## src/rtl/instr_fetch_unit.sv

```systemverilog
// Instruction fetch unit: holds the PC, fetches one instruction at a time from
// a combinational instruction memory into an instruction register, waits for
// the control unit to retire it, then advances to pc+4 or to a branch target.
// Misaligned or out-of-range addresses put the unit into a terminal fault
// state that only reset clears.
//
// Ports:
//   clk           in   rising-edge clock
//   reset         in   asynchronous active-high reset
//   enable        in   permits a new fetch in FETCH
//   pc            out  current PC (memory indexes pc[31:2])
//   instruction   in   memory read data for pc
//   ir            out  instruction register
//   ir_pc         out  PC of the instruction in ir
//   ir_valid      out  ir holds an issued, unretired instruction
//   done          in   retire the instruction in ir this cycle
//   branch_taken  in   select branch_target as next PC (sampled with done)
//   branch_target in   byte address of the branch destination
//   fault         out  sticky fetch fault
//   instret       out  retired-instruction count
module instr_fetch_unit #(
  parameter int unsigned INST_ADDR_WIDTH = 9,
  parameter logic [31:0] RESET_PC        = 32'h0000_0000
) (
  input  logic        clk,
  input  logic        reset,
  input  logic        enable,
  output logic [31:0] pc,
  input  logic [31:0] instruction,
  output logic [31:0] ir,
  output logic [31:0] ir_pc,
  output logic        ir_valid,
  input  logic        done,
  input  logic        branch_taken,
  input  logic [31:0] branch_target,
  output logic        fault,
  output logic [31:0] instret
);

  typedef enum logic [1:0] {
    FETCH,
    ISSUED,
    FAULT
  } state_t;

  // Number of words in instruction memory, widened so 2**30 still fits.
  localparam logic [30:0] WORD_LIMIT = 31'(64'd1 << INST_ADDR_WIDTH);

  state_t      state, state_next;
  logic [31:0] pc_next, ir_next, ir_pc_next, instret_next;
  logic [31:0] seq_pc;
  logic        pc_valid;

  assign pc_valid = (pc[1:0] == 2'b00) && ({1'b0, pc[31:2]} < WORD_LIMIT);
  assign seq_pc   = branch_taken ? branch_target : pc + 32'd4;
  assign ir_valid = (state == ISSUED);
  assign fault    = (state == FAULT);

  always_comb begin
    state_next   = state;
    pc_next      = pc;
    ir_next      = ir;
    ir_pc_next   = ir_pc;
    instret_next = instret;
    unique case (state)
      FETCH: begin
        if (enable) begin
          if (pc_valid) begin
            ir_next    = instruction;
            ir_pc_next = pc;
            state_next = ISSUED;
          end else begin
            state_next = FAULT;
          end
        end
      end
      ISSUED: begin
        if (done) begin
          instret_next = instret + 32'd1;
          // A misaligned branch target faults immediately and leaves pc at
          // the retiring instruction; range is only checked at fetch time.
          if (branch_taken && (branch_target[1:0] != 2'b00)) begin
            state_next = FAULT;
          end else begin
            pc_next    = seq_pc;
            state_next = FETCH;
          end
        end
      end
      FAULT: begin
        state_next = FAULT;
      end
      default: begin
        state_next = FAULT;
      end
    endcase
  end

  always_ff @(posedge clk or posedge reset) begin
    if (reset) begin
      state   <= FETCH;
      pc      <= RESET_PC;
      ir      <= '0;
      ir_pc   <= '0;
      instret <= '0;
    end else begin
      state   <= state_next;
      pc      <= pc_next;
      ir      <= ir_next;
      ir_pc   <= ir_pc_next;
      instret <= instret_next;
    end
  end

endmodule
```

## config.mk

```make
export PLATFORM = sky130hd
export DESIGN_NAME = instr_fetch_unit
export DESIGN_NICKNAME = d
export VERILOG_FILES = /design/src/rtl/instr_fetch_unit.sv
export SDC_FILE = /design/constraint.sdc
export NUM_CORES = 1
export LEC_CHECK = 0
export ABC_CLOCK_PERIOD_IN_PS = 5600
export CAP_MARGIN = 15
export CORE_MARGIN = 2
export CORE_UTILIZATION = 46
export DETAILED_ROUTE_END_ITERATION = 8
export PLACE_DENSITY = 0.81
export SYNTH_ARGS = -nofsm -noshare
export SYNTH_HDL_FRONTEND = slang
export SYNTH_SLANG_ARGS = --single-unit
```

## constraint.sdc

```tcl
create_clock -name clk -period 5.6 [get_ports clk]
set_clock_uncertainty 0.1 [all_clocks]
set_input_delay 1.12 -clock clk [delete_from_list [all_inputs] [get_ports clk]]
set_output_delay 1.12 -clock clk [all_outputs]
set_load 0.05 [all_outputs]
```

==> key figures <==
Layout
  • Area growth syn-to-layout: 48.4%
  • Antenna diodes: 0
  • Final #Nets: 797
  • Fraction of layout cells with a size suffix above 1: a little under an eighth
  • Filler cells: 881

Floorplanning
  • Die height: between 100 and 150 um
  • Core area: approximately 12000 um2
  • # IOs: 199
  • Rows: 41
  • Die area: approximately 14000 um2
  • Initial Util: 46.7%
  • Die X: 117 um

Power and ir drop
  • Worst vdd ir: around 190 uV
  • Leakage: ~0.0038 uW
  • P per Cell Area: 293 nW/um2

Hold path
  • Hold Startpoint: instret[31]
  • Min-Delay Path Depth: 1
  • Worst Hold Class: register to register
  • WHS Endpoint: instret[31]

STA
  • Max-slew violation count: 0
  • Worst Max-Slew Pin Slew: approximately 0.99 ns
  • RSZ-0062 raised after global routing: false
  • Final hold viol count: 0
  • Crit share post-route: 63.9%
  • Minimum clock period: between 3 and 4 ns
  • Final TNS setup: 0 ns
  • Rel. slew slack: between 30% and 40%
  • Hold Slack: 0.390 ns
  • FMAX: about 280 MHz
  • # setup viols final: 0

Drt
  • Detailed Routing Iterations Pass 1: 5
  • DRT iter0 DRCs: 466
  • DR vias/cell: between 5 and 6
  • Drt total wl: around 16 mm
  • Routed Antenna Nets: 0
  • DRC viols: 0
  • Vias: roughly 5000
  • Routed length per instance: ~18 um

Worst setup path
  • Worst R2R Start: pc[18]
  • WS Path Type: primary input to register
  • Crit start category: primary input
  • WP data required: ~5.8 ns
  • Critical-path maximum fanout: 26
  • RR Endpoint: ir[15]
  • Critical Path Sink Type: register
  • Reg2reg path depth: 6
  • Reg2reg setup slack: approximately 2.6 ns
  • Arrival time of the worst setup path: roughly 3.8 ns

Place
  • Post-DP HPWL: between 10 and 15 mm
  • Final GP Congestion: ~0.9
  • # port buffers: roughly 200

CTS
  • CTS H-tree lvls: 4
  • PostCTS Resize Cnt: 0
  • Total setup buffers inserted after CTS: 0
  • CTS max path bufs: 2
  • CTS buffer count: 17
  • Clock Latency Late Sink: 0.42 ns
  • Clk slew on worst S/H paths: 0.06 ns
  • Clk root buf: clkbuf_16
  • Hold_buf cts: 0
  • CTS Sinks: 130
  • CTS tree: built

Yosys
  • YS warnings: 0
  • Synthesized Nets: 601
  • Ys async rst share: 100%
  • #FFs+latches synth: 130
  • Post-Syn Area per Cell: 11.0 um2
  • Register area share after synthesis: 55.9%
  • Synth cell types: 53
  • EDFF count, synth: 0
  • Mapped cell area: about 5800 um2
  • Gate Count Post-Synth: 530
  • Top FF cell, synth: dfrtp_1

GRT
  • Overflow after GRT: 0
  • Total track usage: 23.5%
  • First-pass GRT wire length: about 25 mm
  • Vias in the first global route: roughly 4800
  • Largest net degree at the start of global routing: between 80 and 90
  • Initial antenna violation count: 0

Job
  • Max Cap Violations: 0

Run status
  • Run status: finished, final reports clean
[layout by cell type, fill, tap and decap left out, types with 2 or more instances in the layout]
master	synthesis	routed
inv_1	10	9
clkdlybuf4s50_1	0	198
nand4_1	13	13
clkinv_2	0	5
nor3_1	13	13
nor4_1	9	9
clkbuf_16	0	17
and3_1	8	8
a22oi_1	3	3
o21ai_0	23	23
a21o_1	3	3
o21a_1	2	2
a21oi_1	28	28
bufinv_16	0	6
o2bb2ai_1	2	2
buf_4	0	4
mux2_2	41	41
o22ai_1	3	3
nand3_1	25	25
a32oi_1	2	2
dfrtp_1	130	130
and2_1	4	3
xor2_1	13	13
nand2_1	37	37
a2bb2oi_1	2	2
o221ai_1	2	2
o31ai_1	5	5
xnor2_1	18	18
nor2_1	36	35
and4_1	11	11
ha_1	2	2
nor2b_1	24	24
clkinvlp_4	0	2
a31oi_1	5	5
a211oi_1	3	3
nand2b_1	2	2
o22a_1	5	5
[cell families after synthesis]
family | Yosys count | synth area share [%]
and+or+nand+nor | 191 | 17.6
DFF | 130 | 55.9
AOI/OAI and AO/OA | 98 | 10.9
muxes | 42 | 8.10
buffers and inverters | 36 | 2.45
xor gates and xnor gates | 31 | 4.66
adders and majority gates | 2 | 0.430
[per-stage QoR]
stage          utilization [%]  power (uW)  instance area [um2]  worst slack [ns]  instances
6_report                  69.3        2530                 8640              2.02        911
4_1_cts                   69.1        2550                 8610              2.12        910
5_1_grt                   69.3        2610                 8640              1.93        911
2_1_floorplan                -        1170                 5820             0.911        530
3_5_place_dp              63.8        1300                 7950              1.70        878
3_3_place_gp              63.8        1300                 7950              1.76        878
[sequential cells by signal, summed over array words and instances (netlist names)]
name / cells
ir_pc: 32
pc: 32
instret: 32
ir: 32
state: 2
[critical path, stage by stage]
cell and delay (ns):
clkdlybuf4s50_1 0.87, o21a_1 0.27, nand2b_1 0.78, nor2_1 0.30, o32a_1 0.42
[per-layer routing]
layer | routed length, um | share of wire, % | global-route usage [%] | vias to the layer above
li1 | - | - | - | 2310
met1 | 6520 | 41 | 29.9 | 2420
met2 | 7970 | 50 | 38.4 | 250
met3 | 1200 | 7.5 | 6.64 | 38
met4 | 350 | 2.2 | 8.89 | 0
met5 | 0 | 0 | 0 | -
[how the worst max path moves through the flow]
| stage | start | endpoint | slack (ns) | depth (start not counted) |
|---|---|---|---|---|
| 2_1_floorplan | reset | instret[0] | 0.91 | 1 |
| 3_3_place_gp | branch_taken | pc[18] | 1.76 | 5 |
| 3_5_place_dp | branch_taken | pc[18] | 1.70 | 5 |
| 4_1_cts | branch_taken | pc[18] | 2.12 | 5 |
| 5_1_grt | branch_taken | pc[18] | 1.93 | 5 |
| 6_report | branch_taken | pc[18] | 2.02 | 5 |
[synth_stat cells, types with 9 or more instances]
library cell | number | area share (%)
a21oi_1 | 28 | 2.4
and4_1 | 11 | 1.7
clkbuf_1 | 20 | 1.3
dfrtp_1 | 130 | 56
inv_1 | 10 | 0.64
mux2_2 | 41 | 7.9
nand2_1 | 37 | 2.4
nand3_1 | 25 | 2.1
nand4_1 | 13 | 1.4
nor2_1 | 36 | 2.3
nor2b_1 | 24 | 2.6
nor3_1 | 13 | 1.1
nor4_1 | 9 | 0.97
o21ai_0 | 23 | 2.0
xnor2_1 | 18 | 2.7
xor2_1 | 13 | 2.0
[area by class of cell]
| class | instances | area, um2 | area share (%) |
|---|---|---|---|
| Sequential cell | 130 | 3250 | 37.6 |
| Multi-Input combinational cell | 364 | 2430 | 28.1 |
| Timing Repair Buffer | 203 | 2040 | 23.6 |
| Clock buffer | 17 | 425 | 4.92 |
| Clock inverter | 15 | 238 | 2.75 |
| Tap cell | 172 | 215 | 2.49 |
| Inverter | 10 | 40.0 | 0.463 |
[power breakdown]
group	internal, uW	switching [uW]
logic	122	174
clock network	831	411
registers	970	26.2
Note: power is estimated with default switching activity, not from simulation.
